## src/rtl/cpu_csr_access_ctl_if.sv

```systemverilog
// Request/response channel between one CSR requester (CPU pipeline or debug module)
// and the CSR access controller.
interface cpu_csr_access_ctl_if;
    logic        req_valid;
    logic        req_ready;
    logic [11:0] req_addr;
    logic [1:0]  req_op;
    logic [31:0] req_data;
    logic        req_write;
    logic        rsp_valid;
    logic [31:0] rsp_data;
    logic        rsp_illegal;

    modport master (
        output req_valid, req_addr, req_op, req_data, req_write,
        input  req_ready, rsp_valid, rsp_data, rsp_illegal
    );

    modport slave (
        input  req_valid, req_addr, req_op, req_data, req_write,
        output req_ready, rsp_valid, rsp_data, rsp_illegal
    );
endinterface

```

## src/rtl/cpu_csr_access_ctl.sv

```systemverilog
// Sequences Zicsr read-modify-write ops from the CPU and debug ports onto the
// single-port CSR file (registered read, separate write port).
module cpu_csr_access_ctl #(
    parameter bit ROUND_ROBIN = 1'b1
) (
    input  logic                        clk_i,
    input  logic                        reset_i,
    cpu_csr_access_ctl_if.slave         cpu,
    cpu_csr_access_ctl_if.slave         dbg,
    output logic [11:0]                 csr_read_addr_o,
    output logic                        csr_read_enable_o,
    input  logic [31:0]                 csr_read_data_i,
    output logic [11:0]                 csr_write_addr_o,
    output logic [31:0]                 csr_write_data_o,
    output logic                        csr_write_enable_o
);

    typedef enum logic [1:0] {StIdle, StRead, StWrite, StFault} state_e;

    state_e      state_q, state_d;
    logic        prio_dbg_q, prio_dbg_d;  // 1: debug wins the next tie
    logic        gnt_dbg_q, gnt_dbg_d;    // port owning the op in flight
    logic [11:0] addr_q, addr_d;
    logic [1:0]  op_q, op_d;
    logic [31:0] data_q, data_d;
    logic        write_q, write_d;

    logic        cpu_acc, dbg_acc;
    logic [11:0] sel_addr;
    logic        sel_write;
    logic [31:0] new_val;
    logic        rsp_valid;
    logic [31:0] rsp_data;
    logic        rsp_illegal;

    always_comb begin
        state_d            = state_q;
        prio_dbg_d         = prio_dbg_q;
        gnt_dbg_d          = gnt_dbg_q;
        addr_d             = addr_q;
        op_d               = op_q;
        data_d             = data_q;
        write_d            = write_q;
        cpu.req_ready      = 1'b0;
        dbg.req_ready      = 1'b0;
        cpu_acc            = 1'b0;
        dbg_acc            = 1'b0;
        sel_addr           = '0;
        sel_write          = 1'b0;
        new_val            = data_q;
        csr_read_addr_o    = '0;
        csr_read_enable_o  = 1'b0;
        csr_write_addr_o   = '0;
        csr_write_data_o   = '0;
        csr_write_enable_o = 1'b0;
        rsp_valid          = 1'b0;
        rsp_data           = '0;
        rsp_illegal        = 1'b0;

        unique case (state_q)
            StIdle: begin
                if (!reset_i) begin
                    // The loser of a tie sees ready low so only one handshake completes.
                    cpu.req_ready = !(dbg.req_valid && (!ROUND_ROBIN || prio_dbg_q));
                    dbg.req_ready = !(cpu.req_valid && ROUND_ROBIN && !prio_dbg_q);
                end
                cpu_acc = cpu.req_valid && cpu.req_ready;
                dbg_acc = dbg.req_valid && dbg.req_ready;
                if (cpu_acc || dbg_acc) begin
                    sel_addr   = dbg_acc ? dbg.req_addr  : cpu.req_addr;
                    sel_write  = dbg_acc ? dbg.req_write : cpu.req_write;
                    addr_d     = sel_addr;
                    write_d    = sel_write;
                    op_d       = dbg_acc ? dbg.req_op   : cpu.req_op;
                    data_d     = dbg_acc ? dbg.req_data : cpu.req_data;
                    gnt_dbg_d  = dbg_acc;
                    prio_dbg_d = cpu_acc;
                    state_d    = (sel_write && sel_addr[11:10] == 2'b11) ? StFault : StRead;
                end
            end
            StRead: begin
                csr_read_enable_o = 1'b1;
                csr_read_addr_o   = addr_q;
                state_d           = StWrite;
            end
            StWrite: begin
                unique case (op_q)
                    2'b10:   new_val = csr_read_data_i | data_q;
                    2'b11:   new_val = csr_read_data_i & ~data_q;
                    default: new_val = data_q;
                endcase
                if (write_q) begin
                    csr_write_enable_o = 1'b1;
                    csr_write_addr_o   = addr_q;
                    csr_write_data_o   = new_val;
                end
                rsp_valid = 1'b1;
                rsp_data  = csr_read_data_i;
                state_d   = StIdle;
            end
            StFault: begin
                rsp_valid   = 1'b1;
                rsp_illegal = 1'b1;
                state_d     = StIdle;
            end
            default: state_d = StIdle;
        endcase

        // Reset aborts an op in flight: nothing leaves the block during the reset cycle.
        if (reset_i) begin
            csr_read_addr_o    = '0;
            csr_read_enable_o  = 1'b0;
            csr_write_addr_o   = '0;
            csr_write_data_o   = '0;
            csr_write_enable_o = 1'b0;
            rsp_valid          = 1'b0;
            rsp_data           = '0;
            rsp_illegal        = 1'b0;
        end
    end

    assign cpu.rsp_valid   = rsp_valid && !gnt_dbg_q;
    assign cpu.rsp_data    = cpu.rsp_valid ? rsp_data : '0;
    assign cpu.rsp_illegal = cpu.rsp_valid && rsp_illegal;
    assign dbg.rsp_valid   = rsp_valid && gnt_dbg_q;
    assign dbg.rsp_data    = dbg.rsp_valid ? rsp_data : '0;
    assign dbg.rsp_illegal = dbg.rsp_valid && rsp_illegal;

    always_ff @(posedge clk_i) begin
        if (reset_i) begin
            state_q    <= StIdle;
            prio_dbg_q <= 1'b0;
            gnt_dbg_q  <= 1'b0;
            addr_q     <= '0;
            op_q       <= '0;
            data_q     <= '0;
            write_q    <= 1'b0;
        end else begin
            state_q    <= state_d;
            prio_dbg_q <= prio_dbg_d;
            gnt_dbg_q  <= gnt_dbg_d;
            addr_q     <= addr_d;
            op_q       <= op_d;
            data_q     <= data_d;
            write_q    <= write_d;
        end
    end

endmodule

```

## src/flat_wrapper.sv

```systemverilog
// flat-port wrapper written by rule: the top's interface ports become plain ports
module cpu_csr_access_ctl_flat 
#(
    parameter bit ROUND_ROBIN = 1'b1
)
  (clk_i, reset_i, csr_read_addr_o, csr_read_enable_o, csr_read_data_i, csr_write_addr_o, csr_write_data_o, csr_write_enable_o, cpu_req_valid, cpu_req_addr, cpu_req_op, cpu_req_data, cpu_req_write, cpu_req_ready, cpu_rsp_valid, cpu_rsp_data, cpu_rsp_illegal, dbg_req_valid, dbg_req_addr, dbg_req_op, dbg_req_data, dbg_req_write, dbg_req_ready, dbg_rsp_valid, dbg_rsp_data, dbg_rsp_illegal);
  cpu_csr_access_ctl_if cpu_i ();
  cpu_csr_access_ctl_if dbg_i ();
  input  logic clk_i;
  input  logic reset_i;
  output logic [11:0] csr_read_addr_o;
  output logic csr_read_enable_o;
  input  logic [31:0] csr_read_data_i;
  output logic [11:0] csr_write_addr_o;
  output logic [31:0] csr_write_data_o;
  output logic csr_write_enable_o;
  input wire logic [$bits(cpu_i.req_valid)-1:0] cpu_req_valid;
  input wire logic [$bits(cpu_i.req_addr)-1:0] cpu_req_addr;
  input wire logic [$bits(cpu_i.req_op)-1:0] cpu_req_op;
  input wire logic [$bits(cpu_i.req_data)-1:0] cpu_req_data;
  input wire logic [$bits(cpu_i.req_write)-1:0] cpu_req_write;
  output wire logic [$bits(cpu_i.req_ready)-1:0] cpu_req_ready;
  output wire logic [$bits(cpu_i.rsp_valid)-1:0] cpu_rsp_valid;
  output wire logic [$bits(cpu_i.rsp_data)-1:0] cpu_rsp_data;
  output wire logic [$bits(cpu_i.rsp_illegal)-1:0] cpu_rsp_illegal;
  input wire logic [$bits(dbg_i.req_valid)-1:0] dbg_req_valid;
  input wire logic [$bits(dbg_i.req_addr)-1:0] dbg_req_addr;
  input wire logic [$bits(dbg_i.req_op)-1:0] dbg_req_op;
  input wire logic [$bits(dbg_i.req_data)-1:0] dbg_req_data;
  input wire logic [$bits(dbg_i.req_write)-1:0] dbg_req_write;
  output wire logic [$bits(dbg_i.req_ready)-1:0] dbg_req_ready;
  output wire logic [$bits(dbg_i.rsp_valid)-1:0] dbg_rsp_valid;
  output wire logic [$bits(dbg_i.rsp_data)-1:0] dbg_rsp_data;
  output wire logic [$bits(dbg_i.rsp_illegal)-1:0] dbg_rsp_illegal;
  assign cpu_i.req_valid = cpu_req_valid;
  assign cpu_i.req_addr = cpu_req_addr;
  assign cpu_i.req_op = cpu_req_op;
  assign cpu_i.req_data = cpu_req_data;
  assign cpu_i.req_write = cpu_req_write;
  assign cpu_req_ready = cpu_i.req_ready;
  assign cpu_rsp_valid = cpu_i.rsp_valid;
  assign cpu_rsp_data = cpu_i.rsp_data;
  assign cpu_rsp_illegal = cpu_i.rsp_illegal;
  assign dbg_i.req_valid = dbg_req_valid;
  assign dbg_i.req_addr = dbg_req_addr;
  assign dbg_i.req_op = dbg_req_op;
  assign dbg_i.req_data = dbg_req_data;
  assign dbg_i.req_write = dbg_req_write;
  assign dbg_req_ready = dbg_i.req_ready;
  assign dbg_rsp_valid = dbg_i.rsp_valid;
  assign dbg_rsp_data = dbg_i.rsp_data;
  assign dbg_rsp_illegal = dbg_i.rsp_illegal;
  cpu_csr_access_ctl #(.ROUND_ROBIN(ROUND_ROBIN)) u_core (.clk_i(clk_i), .reset_i(reset_i), .cpu(cpu_i), .dbg(dbg_i), .csr_read_addr_o(csr_read_addr_o), .csr_read_enable_o(csr_read_enable_o), .csr_read_data_i(csr_read_data_i), .csr_write_addr_o(csr_write_addr_o), .csr_write_data_o(csr_write_data_o), .csr_write_enable_o(csr_write_enable_o));
endmodule
```

## config.mk

```make
export PLATFORM = sky130hd
export DESIGN_NAME = cpu_csr_access_ctl_flat
export DESIGN_NICKNAME = d
export VERILOG_FILES = /design/src/rtl/cpu_csr_access_ctl_if.sv /design/src/rtl/cpu_csr_access_ctl.sv /design/src/flat_wrapper.sv
export SDC_FILE = /design/constraint.sdc
export NUM_CORES = 1
export LEC_CHECK = 0
export CORE_MARGIN = 10
export CORE_UTILIZATION = 30
export DETAILED_ROUTE_END_ITERATION = 6
export PLACE_DENSITY = 0.74
export SYNTH_ARGS = -nofsm -noshare
export SYNTH_HDL_FRONTEND = slang
export SYNTH_SLANG_ARGS = --single-unit
```

## constraint.sdc

```tcl
create_clock -name clk_i -period 3.6 [get_ports clk_i]
set_clock_uncertainty 0.15 [all_clocks]
set_input_delay 0.9 -clock clk_i [delete_from_list [all_inputs] [get_ports clk_i]]
set_output_delay 0.9 -clock clk_i [all_outputs]
set_load 0.02 [all_outputs]
```

Word-level counts from Yosys, hierarchy flattened
Cells that the tools add are included.

Bits in registers: 51. Input bits: 130. Output and inout port bits: 128. Word-level logic and storage cells: 69.

Multiplexer cells: 35. Bitwise operators: 3. Equality and inequality tests: 7. Reduce and logical (&&, ||, !) cells: 17.

Operator list (count): $mux 32 (8); $mux 12 (6); $pmux 32 s2 (1); $and 32x32->32 (1); $not 32->32 (1); $or 32x32->32 (1); $mux 1 (16); $eq 2x2->1 const B (5); $logic_and 1x1->1 (9); $mux 2 (3); $pmux 2 s3 (1); $logic_not 1->1 (4); $eq 2x1->1 const B (1); $logic_not 2->1 (1); $ne 2x1->1 const B (1); $reduce_and 2->1 (1); $reduce_or 2->1 (1); $logic_or 1x1->1 (1).

Logic depth before layout (Yosys ltp)
Gate-level depths: netlist (run 1).

Depth in word-level cells: 12. Mapped depth: 6. Mapped depth without buffers: 4.

Least setup slack after synthesis (run 1)
OpenSTA, ideal clock, no wires.

Kind: input-to-output. Start: in reset_i. End: out dbg_rsp_data[10]. Arrival: 2178 ps. Path slack: 372 ps. Buffers on the path: 2. Stages on the path: 6. Cells stage by stage: buf_2 -> nor2b_1 -> and2_1 -> nor2b_1 -> clkbuf_1 -> and2_1.

Longest elaborated chain between the ends: 3. Elaborated cells between the ends (all ways): 4.

Ends and longest elaborated chain: from (decl) (RTL line flat_wrapper.sv:10) `input logic reset_i;`; $mux 1 (RTL line cpu_csr_access_ctl.sv:110) `if (reset_i) begin`; $logic_and 1x1->1 (RTL line cpu_csr_access_ctl.sv:125) `assign dbg.rsp_valid = rsp_valid && gnt_dbg_q;`; net dbg_rsp_valid (RTL line flat_wrapper.sv:32) `output wire logic [$bits(dbg_i.rsp_valid)-1:0] dbg_rsp_valid;`; $mux 32 (RTL line cpu_csr_access_ctl.sv:126) `assign dbg.rsp_data = dbg.rsp_valid ? rsp_data : '0;`; to (decl) (RTL line flat_wrapper.sv:33) `output wire logic [$bits(dbg_i.rsp_data)-1:0] dbg_rsp_data;`.

The timed path passes the listed nets, and every way through them passes these cells.

Worst setup path in the final report (run 1)
Start: in reset_i. End: out csr_write_addr_o[10].

Longest elaborated chain between the ends: 1.

Ends and longest elaborated chain: $mux 12 (RTL line cpu_csr_access_ctl.sv:110); to (decl) (RTL line flat_wrapper.sv:14) `output logic [11:0] csr_write_addr_o;`.

No other way between the ends.

==> results of run 1 <==
[cell usage after synthesis]
cell / instances / area share
nand2_1: 130 / 0.14
nor2_1: 116 / 0.13
and2_1: 90 / 0.16
dfxtp_1: 51 / 0.30
a311oi_1: 47 / 0.12
a21oi_1: 34 / 0.050
clkbuf_1: 27 / 0.030
buf_2: 15 / 0.022
nor2b_1: 3 / 0.0055
buf_6: 2 / 0.0066
nand3_1: 2 / 0.0029
nor3_1: 2 / 0.0029
nor3b_1: 2 / 0.0044
a21o_1: 1 / 0.0022
a2bb2oi_1: 1 / 0.0026
and3_1: 1 / 0.0018
inv_1: 1 / 0.0011
mux2i_1: 1 / 0.0029
nand2b_1: 1 / 0.0018
nand3b_1: 1 / 0.0022
nor2_4: 1 / 0.0033
or2_2: 1 / 0.0018
or3_4: 1 / 0.0033
or3b_2: 1 / 0.0026
[per-stage QoR]
stage | instance area (sq um) | setup slack [ns] | instances | utilization | hold slack, ns
floorplan | 3430 | 0.372 | 532 | - | 0.304
global placement | 6160 | 0.0727 | 907 | 0.559 | 0.315
detailed placement | 6160 | 0.0212 | 907 | 0.559 | 0.349
CTS | 6320 | 0.0186 | 915 | 0.573 | 0.359
global route | 6410 | 0.0270 | 916 | 0.581 | 0.383
finish | 6410 | 0.135 | 916 | 0.581 | 0.355
[worst reg2reg max path: stages (launching register included)]
cell and delay, ns:
dfxtp_1 0.39, or3_4 0.43, nor2_4 0.12, buf_4 0.47, nor2_1 0.12, a311oi_1 0.29
[power by group through the flow]
stage	logic [mW]	clock network [mW]	registers (mW)
floorplan	0.249	0	0.664
finish	0.487	0.504	0.667
detailed placement	0.491	0	0.679
global route	0.540	0.539	0.674
CTS	0.493	0.520	0.666
global placement	0.480	0	0.675
[flip-flops by register name (all words and copies together) (netlist names)]
signal / count
u_core.data_q: 32
u_core.addr_q: 12
u_core.op_q: 2
u_core.state_q: 2
u_core.gnt_dbg_q: 1
u_core.prio_dbg_q: 1
u_core.write_q: 1
[worst max-delay path by stage]
| stage | startpoint | end | slack [ns] |
|---|---|---|---|
| floorplan | reset_i | dbg_rsp_data[10] | 0.37 |
| global placement | reset_i | dbg_rsp_data[18] | 0.07 |
| detailed placement | reset_i | dbg_rsp_data[28] | 0.02 |
| CTS | reset_i | dbg_rsp_data[18] | 0.02 |
| global route | reset_i | csr_write_addr_o[8] | 0.03 |
| finish | reset_i | csr_write_addr_o[10] | 0.13 |
[repair_timing]
item                                    CTS  global route
endpoints found under the setup margin    0            32
endpoints found under the hold margin     0             0
gates resized for setup                   0            33
[layer usage]
metal | track usage | up-vias | wire, um | share of wire
met5 | 0 | - | 0 | 0
met4 | 0.0676 | 0 | 513 | 0.032
met3 | 0.0683 | 31 | 1550 | 0.097
met2 | 0.330 | 213 | 7820 | 0.49
met1 | 0.193 | 2027 | 6200 | 0.39
li1 | - | 2242 | - | -
[cell type report]
class	count	area [sq um]	share of cell area
Clock buffer	8	156	0.0244
Multi-Input combinational cell	436	2220	0.346
Inverter	1	3.75	0.000586
Antenna cell	1	2.50	0.000391
Sequential cell	51	1020	0.159
Timing Repair Buffer	279	2830	0.442
Tap cell	140	175	0.0273
[kinds of logic (layout without fill, tap and decap cells)]
logic type	Yosys count	in the layout	share of synthesized area
other	0	1	0
muxes	1	1	0.00292
buffers and inverters	45	288	0.0591
AOI/OAI and AO/OA	83	83	0.174
DFF	51	51	0.298
and+or+nand+nor	352	352	0.466
==> metrics.md, run 1 <==
| Metric | Value |
|---|---|
| WL/cell | `17.6 um` |
| Worst Hold Class | `reg2reg` |
| Drt pass-1 iters | `4` |
| Commonest non-fill, non-tap cell in the layout | `clkdlybuf4s50_1` |
| Vias | `4513` |
| Final Hold Viols | `0` |
| TritonCTS buffer count | `5` |
| Pwr dens | `259 mW/mm^2` |
| Final period demand of the worst path | `3.47 ns` |
| VDD IR max | `166 uV` |
| Clk pwr share | `0.304` |
| Antenna-violating nets left | `0` |
| Logic depth of the worst register-to-register path | `5` |
| Root buf cell | `clkbuf_16` |
| Seq pwr share | `0.402` |
| Buf/Inv on CP | `4` |
| Core area | `0.0110 sq mm` |
| Worst hold endpoint | `u_core.addr_q[8]$_SDFFE_PP0P_` |
| Syn Inst Count | `532` |
| Psw | `0.481 mW` |
| Post-synth cell types | `24` |
| Area Overhead vs Synth | `86.8%` |
| PortBufs | `257` |
| Final HPWL from detailed placement | `12.9 mm` |
| Clk slew on worst S/H paths | `0.06 ns` |
| H-tree Lvls | `2` |
| Syn. warnings | `0` |
| Io pins | `258` |
| Upper clock frequency limit | `0.289 GHz` |
| Routed WL | `16.1 mm` |
| Worst-path maximum fanout | `7` |
| Startpoint class of the critical path | `input port` |
| Post-layout net count | `904` |
| Max-Cap Viols | `0` |
| Sw frac | `0.290` |
| Flop2flop setup slack | `1.54 ns` |
| FF-to-FF End | `u_core.data_q[6]$_SDFFE_PP0P_` |
| Hold Crit Start | `u_core.addr_q[8]$_SDFFE_PP0P_` |
| First-pass GRT wire length | `24.7 mm` |
| Number of fill cells | `1043` |
| Initial core utilization | `0.311` |
| Total Routing Usage GR | `0.185` |
| Crit path cell chain | `buf_2, nor2b_1, nand3b_1, inv_1, buf_4, and2_1, clkdlybuf4s50_1` |
| Full die area | `0.0161 sq mm` |
| CP Class | `in2out` |
| Worst slew margin | `0.625` |
| Postcts setup bufs | `0` |
| Final-report setup violation count | `0` |
| Clock Path Buffers | `2` |
| Largest net degree at the start of global routing | `58` |
| Total power | `1.66 mW` |
| Share of cells above drive strength 1 | `0.0477` |
| Clock latency on the worst-skew pair | `0.29 ns` |
| Critical path arrival | `2.42 ns` |
| Setup TNS | `0 ns` |
| CTS sink cnt | `51` |
| Initial antenna violation count | `1` |
| Syn Area/Cell | `6.45 sq um` |
| RSZ-0062 raised after global routing | `false` |
| Syn nets | `662` |
| Hold depth | `2` |
| DRT iter0 DRCs | `209` |
| Fin. max-slew vios | `0` |
| Die Ht | `127 um` |
| Internal power | `1.18 mW` |
| Gr ovfl total | `0` |
| Slowest stage delay, CP | `0.62 ns` |
| Fin crit share | `0.963` |
| Most frequent cells in the layout | `clkdlybuf4s50_1, nand2_1, nor2_1, and2_1, dfxtp_1` |
| Flop and latch count out of synthesis | `51` |
| RR Startpoint | `u_core.state_q[0]$_SDFFE_PP0P_` |
| Status | `finished, final reports clean` |
| Least-Margin Pin Slew | `0.562 ns` |
| # DRC | `0` |
| Gpl congestion | `0.870` |
| Worst EP required | `2.55 ns` |
| Post-Syn Area | `0.00343 sq mm` |
| CP Depth | `7` |
| CTS hold repair buffers | `0` |
| Die width | `127 um` |
| Vias per inst | `4.93` |
| Row count | `38` |
| CTS tree | `done` |
| CP max stage cell | `clkdlybuf4s50_1` |
| Register area share after synthesis | `0.298` |
| CP delay by family, top | `buffers and inverters` |
| Crit. End Element | `primary output` |
| Vias in the first global route | `4525` |
| Gate power share | `0.294` |
| LEAKAGE | `3.02 nW` |
(Power assumes the default switching activity.)
==> run 2, diff against run 1 <==
--- a/config.mk
+++ b/config.mk
@@ -8,6 +8,7 @@
 export CORE_MARGIN = 10
 export CORE_UTILIZATION = 30
 export DETAILED_ROUTE_END_ITERATION = 6
+export MAX_ROUTING_LAYER = met4
 export PLACE_DENSITY = 0.74
 export SYNTH_ARGS = -nofsm -noshare
 export SYNTH_HDL_FRONTEND = slang
==> constraint.sdc (replaced) <==
create_clock -name clk_i -period 3.9 [get_ports clk_i]
set_clock_uncertainty 0.15 [all_clocks]
set_input_delay 0.975 -clock clk_i [delete_from_list [all_inputs] [get_ports clk_i]]
set_output_delay 0.975 -clock clk_i [all_outputs]
set_load 0.02 [all_outputs]
==> metrics.md, run 2 (synthesis gave the netlist of run 1 again) <==
| Metric | Value |
|---|---|
| Gpl congestion | `0.888` |
| Biggest regs | `u_core.data_q (32), u_core.addr_q (12)` |
| Initial core utilization | `0.311` |
| Area Overhead vs Synth | `83.2%` |
| Routed WL | `15.7 mm` |
| Final Hold Viols | `0` |
| CTS tree | `done` |
| Commonest non-fill, non-tap cell in the layout | `clkdlybuf4s50_1` |
| Number of fill cells | `1063` |
| Worst slew margin | `0.605` |
| RSZ-0062 raised after global routing | `false` |
| Vias | `4477` |
| Root buf cell | `clkbuf_16` |
| Drt pass-1 iters | `5` |
| Io pins | `258` |
| H-tree Lvls | `2` |
| Clock Path Buffers | `2` |
| Most flops, register | `u_core.data_q` |
| Initial antenna violation count | `0` |
| Startpoint class of the critical path | `input port` |
| Clock latency on the worst-skew pair | `0.28 ns` |
| Final-report setup violation count | `0` |
| Total power | `1.52 mW` |
| Core Util, Final | `0.570` |
| Most frequent cells in the layout | `clkdlybuf4s50_1, nand2_1, nor2_1, and2_1, dfxtp_1` |
| Final period demand of the worst path | `3.75 ns` |
| Pre-CTS setup slack | `0.154 ns` |
| Buf/Inv on CP | `3` |
| Vias per inst | `4.92` |
| Clk slew on worst S/H paths | `0.06 ns` |
| VDD IR max | `188 uV` |
| Cts repair resizes | `0` |
| TritonCTS buffer count | `5` |
| # DRC | `0` |
| Crit. End Element | `primary output` |
| Antenna-violating nets left | `0` |
| Die Ht | `127 um` |
| CTS hold repair buffers | `0` |
| Gr ovfl total | `0` |
| Largest net degree at the start of global routing | `58` |
| CP Class | `in2out` |
| Vias in the first global route | `4597` |
| Die width | `127 um` |
| Setup slack after layout | `0.147 ns` |
| Crit path cell chain | `buf_2, nor2b_1, and2_1, nor2b_2, buf_4, and2_1, clkdlybuf4s50_1` |
| DRT iter0 DRCs | `218` |
| Least-Margin Pin Slew | `0.593 ns` |
| Slowest stage delay, CP | `0.60 ns` |
| Antenna fix cells | `0` |
| Status | `finished, final reports clean` |
| Postcts setup bufs | `0` |
| Largest register FFs | `32` |
| Core area | `0.0110 sq mm` |
| Fin Hold WS | `0.347 ns` |
| CP delay by family, top | `buffers and inverters` |
| LEAKAGE | `2.40 nW` |
| Max-Cap Viols | `0` |
| Post-layout net count | `899` |
| PortBufs | `257` |
| First-pass GRT wire length | `24.5 mm` |
| Row count | `38` |
| Fin crit share | `0.962` |
| Full die area | `0.0161 sq mm` |
| Final HPWL from detailed placement | `12.6 mm` |
| Worst EP required | `2.77 ns` |
| Worst Hold Class | `reg2reg` |
| Share of cells above drive strength 1 | `0.0416` |
| Most common cell on crit path | `and2_1` |
| Upper clock frequency limit | `0.266 GHz` |
| Critical path arrival | `2.63 ns` |
| CP max stage cell | `clkdlybuf4s50_1` |
| Pwr dens | `242 mW/mm^2` |
| CTS sink cnt | `51` |
| WL/cell | `17.2 um` |
| Fin. max-slew vios | `0` |
| Setup TNS | `0 ns` |
| Total Routing Usage GR | `0.188` |
| Worst-path maximum fanout | `20` |
[run 2: changes by cell type in the layout (fill, tap and decap cells not counted)]
cell / delta
clkdlybuf4s50_1: +32
buf_4: -4
diode_2: -1
dlymetal6s2s_1: -32
buf_6: -1
[run 2: routing by layer]
metal | GRT usage | up-vias | part of all wire
met5 | - | - | 0
met4 | 0.0610 | 0 | 0.025
met3 | 0.0629 | 30 | 0.098
met2 | 0.323 | 213 | 0.49
met1 | 0.200 | 2003 | 0.39
li1 | - | 2231 | -
[run 2: report_power, final]
part	internal (mW)	leakage (nW)	total [mW]	switching, mW
sequential	0.574	0.421	0.615	0.0410
clock	0.274	0.0772	0.460	0.186
combinational	0.237	1.90	0.445	0.208
[run 2: worst register-to-register path, stage by stage (launching register included)]
cell and delay, ns:
dfxtp_1 0.34, nor2b_1 0.28, or3b_2 0.56, buf_12 0.25, nand2_1 0.07, a311oi_1 0.27
[run 2: final timing paths]
path | start | end | slack [ns] | cells after the start
min | u_core.prio_dbg_q$_SDFFE_PP0P_ | u_core.prio_dbg_q$_SDFFE_PP0P_ | 0.35 | 2
min reg2reg | u_core.prio_dbg_q$_SDFFE_PP0P_ | u_core.prio_dbg_q$_SDFFE_PP0P_ | 0.35 | 2
max | reset_i | dbg_rsp_data[27] | 0.15 | 7
max reg2reg | u_core.prio_dbg_q$_SDFFE_PP0P_ | u_core.op_q[1]$_SDFFE_PP0P_ | 1.88 | 5
[run 2: cell type report]
cell class	count	area, sq um	share of cell area
inverters	1	3.75	0.000597
clock buffers	8	156	0.0249
repair buffers	274	2710	0.431
well taps	140	175	0.0279
flip-flops and latches	51	1020	0.163
multi-input cells	436	2220	0.353
[run 2: stage by stage]
step | instance area [sq um] | cells
6_report | 6280 | 910
3_3_place_gp | 6130 | 902
5_1_grt | 6280 | 910
3_5_place_dp | 6130 | 902
2_1_floorplan | 3430 | 532
4_1_cts | 6280 | 910
==> run 3, diff against run 2 <==
--- a/config.mk
+++ b/config.mk
@@ -8,6 +8,7 @@
 export CORE_MARGIN = 10
 export CORE_UTILIZATION = 30
 export DETAILED_ROUTE_END_ITERATION = 6
+export GPL_TIMING_DRIVEN = 0
 export MAX_ROUTING_LAYER = met4
 export PLACE_DENSITY = 0.74
 export SYNTH_ARGS = -nofsm -noshare
==> metrics.md, run 3 (synthesis gave the netlist of run 1 again) <==
| Metric | Value |
|---|---|
| Full die area | `0.0161 sq mm` |
| Cells after DPL | `929` |
| Area Overhead vs Synth | `85.2%` |
| DRT iter0 DRCs | `299` |
| Worst Hold Class | `reg2reg` |
| Drt pass-1 iters | `4` |
| Crit path cell chain | `clkdlybuf4s50_1, nand2_1, nor2_1, a21oi_1, nor2_1, clkdlybuf4s50_1` |
| CP Class | `in2out` |
| Pwr dens | `243 mW/mm^2` |
| TritonCTS buffer count | `5` |
| Antenna fix cells | `0` |
| Psw | `0.473 mW` |
| Clock latency on the worst-skew pair | `0.30 ns` |
| Worst slew margin | `0.651` |
| Least-Margin Pin Slew | `0.523 ns` |
| Met2 Use GR | `0.348` |
| Fin. max-slew vios | `0` |
| Row count | `38` |
| Antenna-violating nets left | `0` |
| CP max stage cell | `clkdlybuf4s50_1` |
| Final period demand of the worst path | `3.59 ns` |
| RSZ-0062 raised after global routing | `false` |
| Worst-path maximum fanout | `3` |
| Post-layout net count | `942` |
| Upper clock frequency limit | `0.278 GHz` |
| H-tree Lvls | `2` |
| Logic depth of the worst register-to-register path | `5` |
| Io pins | `258` |
| Largest net degree at the start of global routing | `17` |
| WL/cell | `17.9 um` |
| Final Hold Viols | `0` |
| Slowest stage delay, CP | `0.64 ns` |
| Initial core utilization | `0.311` |
| Hold depth | `2` |
| Share of cells above drive strength 1 | `0.148` |
| Most frequent cells in the layout | `clkdlybuf4s50_1, nand2_1, nor2_1, and2_1, dlygate4sd2_1` |
| Vias | `4663` |
| Max-Cap Viols | `0` |
| PortBufs | `257` |
| Die Ht | `127 um` |
| Critical path arrival | `2.47 ns` |
| Most flops, register | `u_core.data_q` |
| Buf/Inv on CP | `2` |
| Root buf cell | `clkbuf_16` |
| Total Routing Usage GR | `0.205` |
| Gate power share | `0.302` |
| CTS sink cnt | `51` |
| CP Depth | `6` |
| Fin crit share | `0.921` |
| VDD IR max | `199 uV` |
| Clk slew on worst S/H paths | `0.08 ns` |
| Fin Hold WS | `0.354 ns` |
| Status | `finished, final reports clean` |
| FF/Latch Area | `0.00102 sq mm` |
| CP delay by family, top | `buffers and inverters` |
| Final-report setup violation count | `0` |
| Clock Path Buffers | `2` |
| Core Util, Final | `0.576` |
| Routed WL | `17.0 mm` |
| Initial antenna violation count | `0` |
| # DRC | `0` |
| Core area | `0.0110 sq mm` |
| Met1 GRT Util | `0.232` |
| Vias per inst | `4.89` |
| Vias in the first global route | `4817` |
| Largest register FFs | `32` |
| Crit. End Element | `primary output` |
| Internal power | `1.07 mW` |
| Worst EP required | `2.77 ns` |
| Sw frac | `0.306` |
| Commonest non-fill, non-tap cell in the layout | `clkdlybuf4s50_1` |
| Grt met3 use | `0.0579` |
| GRT busiest layer | `met2` |
| Seq pwr share | `0.398` |
| Gpl congestion | `0.909` |
| Gr ovfl total | `0` |
| Startpoint class of the critical path | `input port` |
| First-pass GRT wire length | `26.3 mm` |
| Non-filler instance count after layout | `953` |
| Number of fill cells | `1083` |
| LEAKAGE | `2.93 nW` |
| Footprint of the multi-input gates | `0.00225 sq mm` |
| Clk pwr share | `0.300` |
| Final HPWL from detailed placement | `13.6 mm` |
| Die width | `127 um` |
| CTS tree | `done` |
| Biggest regs | `u_core.data_q (32), u_core.addr_q (12)` |
-- run 3: cell types whose count changed in the layout (fill, tap and decap cells not counted), moves of 4 or more --
cell | previous run | this run
clkdlybuf4s15_2 | 0 | 16
buf_6 | 0 | 4
clkdlybuf4s15_1 | 0 | 4
dlygate4sd2_1 | 0 | 55
buf_2 | 1 | 50
clkbuf_1 | 1 | 16
clkbuf_8 | 2 | 7
clkdlybuf4s50_1 | 256 | 139
-- run 3: repair_timing --
| action | CTS | global route |
|---|---|---|
| buffers inserted | 11 | 4 |
| hold buffers | 0 | 0 |
| endpoints found under the setup margin | 122 | 67 |
| gates cloned | 1 | 0 |
| gates resized for setup | 320 | 4 |
| pin swaps | 2 | 0 |
-- run 3: layout make-up --
cell class,count,share of cell area
repair buffers,273,0.388
multi-input cells,436,0.355
flip-flops and latches,51,0.161
plain buffers,44,0.0435
well taps,140,0.0276
clock buffers,6,0.0219
clock inverters,2,0.00256
inverters,1,0.000591
-- run 3: power by group through the flow --
stage / clock network, mW / logic [mW] / registers (mW)
5_1_grt: 0.488 / 0.518 / 0.622
2_1_floorplan: 0 / 0.230 / 0.613
4_1_cts: 0.469 / 0.468 / 0.615
3_5_place_dp: 0 / 0.464 / 0.624
6_report: 0.463 / 0.467 / 0.616
3_3_place_gp: 0 / 0.455 / 0.622
-- run 3: layer usage --
| metal | vias up | share of wire |
|---|---|---|
| met5 | - | 0 |
| met4 | 0 | 0.017 |
| met1 | 2140 | 0.41 |
| met3 | 18 | 0.088 |
| met2 | 190 | 0.48 |
| li1 | 2315 | - |
-- run 3: path summary, 6_finish.rpt --
kind                                       start                              to  slack [ns]
setup / recovery              csr_read_data_i[0]             csr_write_data_o[0]        0.31
hold / removal    u_core.prio_dbg_q$_SDFFE_PP0P_  u_core.prio_dbg_q$_SDFFE_PP0P_        0.35
setup reg to reg  u_core.state_q[0]$_SDFFE_PP0P_  u_core.data_q[11]$_SDFFE_PP0P_        1.78
hold reg to reg   u_core.prio_dbg_q$_SDFFE_PP0P_  u_core.prio_dbg_q$_SDFFE_PP0P_        0.35
-- run 3: metrics by stage --
stage	TNS [ns]	cell area, sq um	power [mW]	setup WS, ns
2_1_floorplan	0	3430	0.842	0.522
3_3_place_gp	-72.37	6180	1.08	-0.843
3_5_place_dp	-75.87	6180	1.09	-0.874
4_1_cts	-0.0130	6320	1.55	-0.0130
5_1_grt	0	6350	1.63	0.251
6_report	0	6350	1.55	0.306
-- run 3: worst min-delay path: cells and delay by family, from the launching register on --
kind	cells	cell delay (ns)
AOI/OAI and AO/OA	1	0.05
DFF	1	0.34
and+or+nand+nor	1	0.07
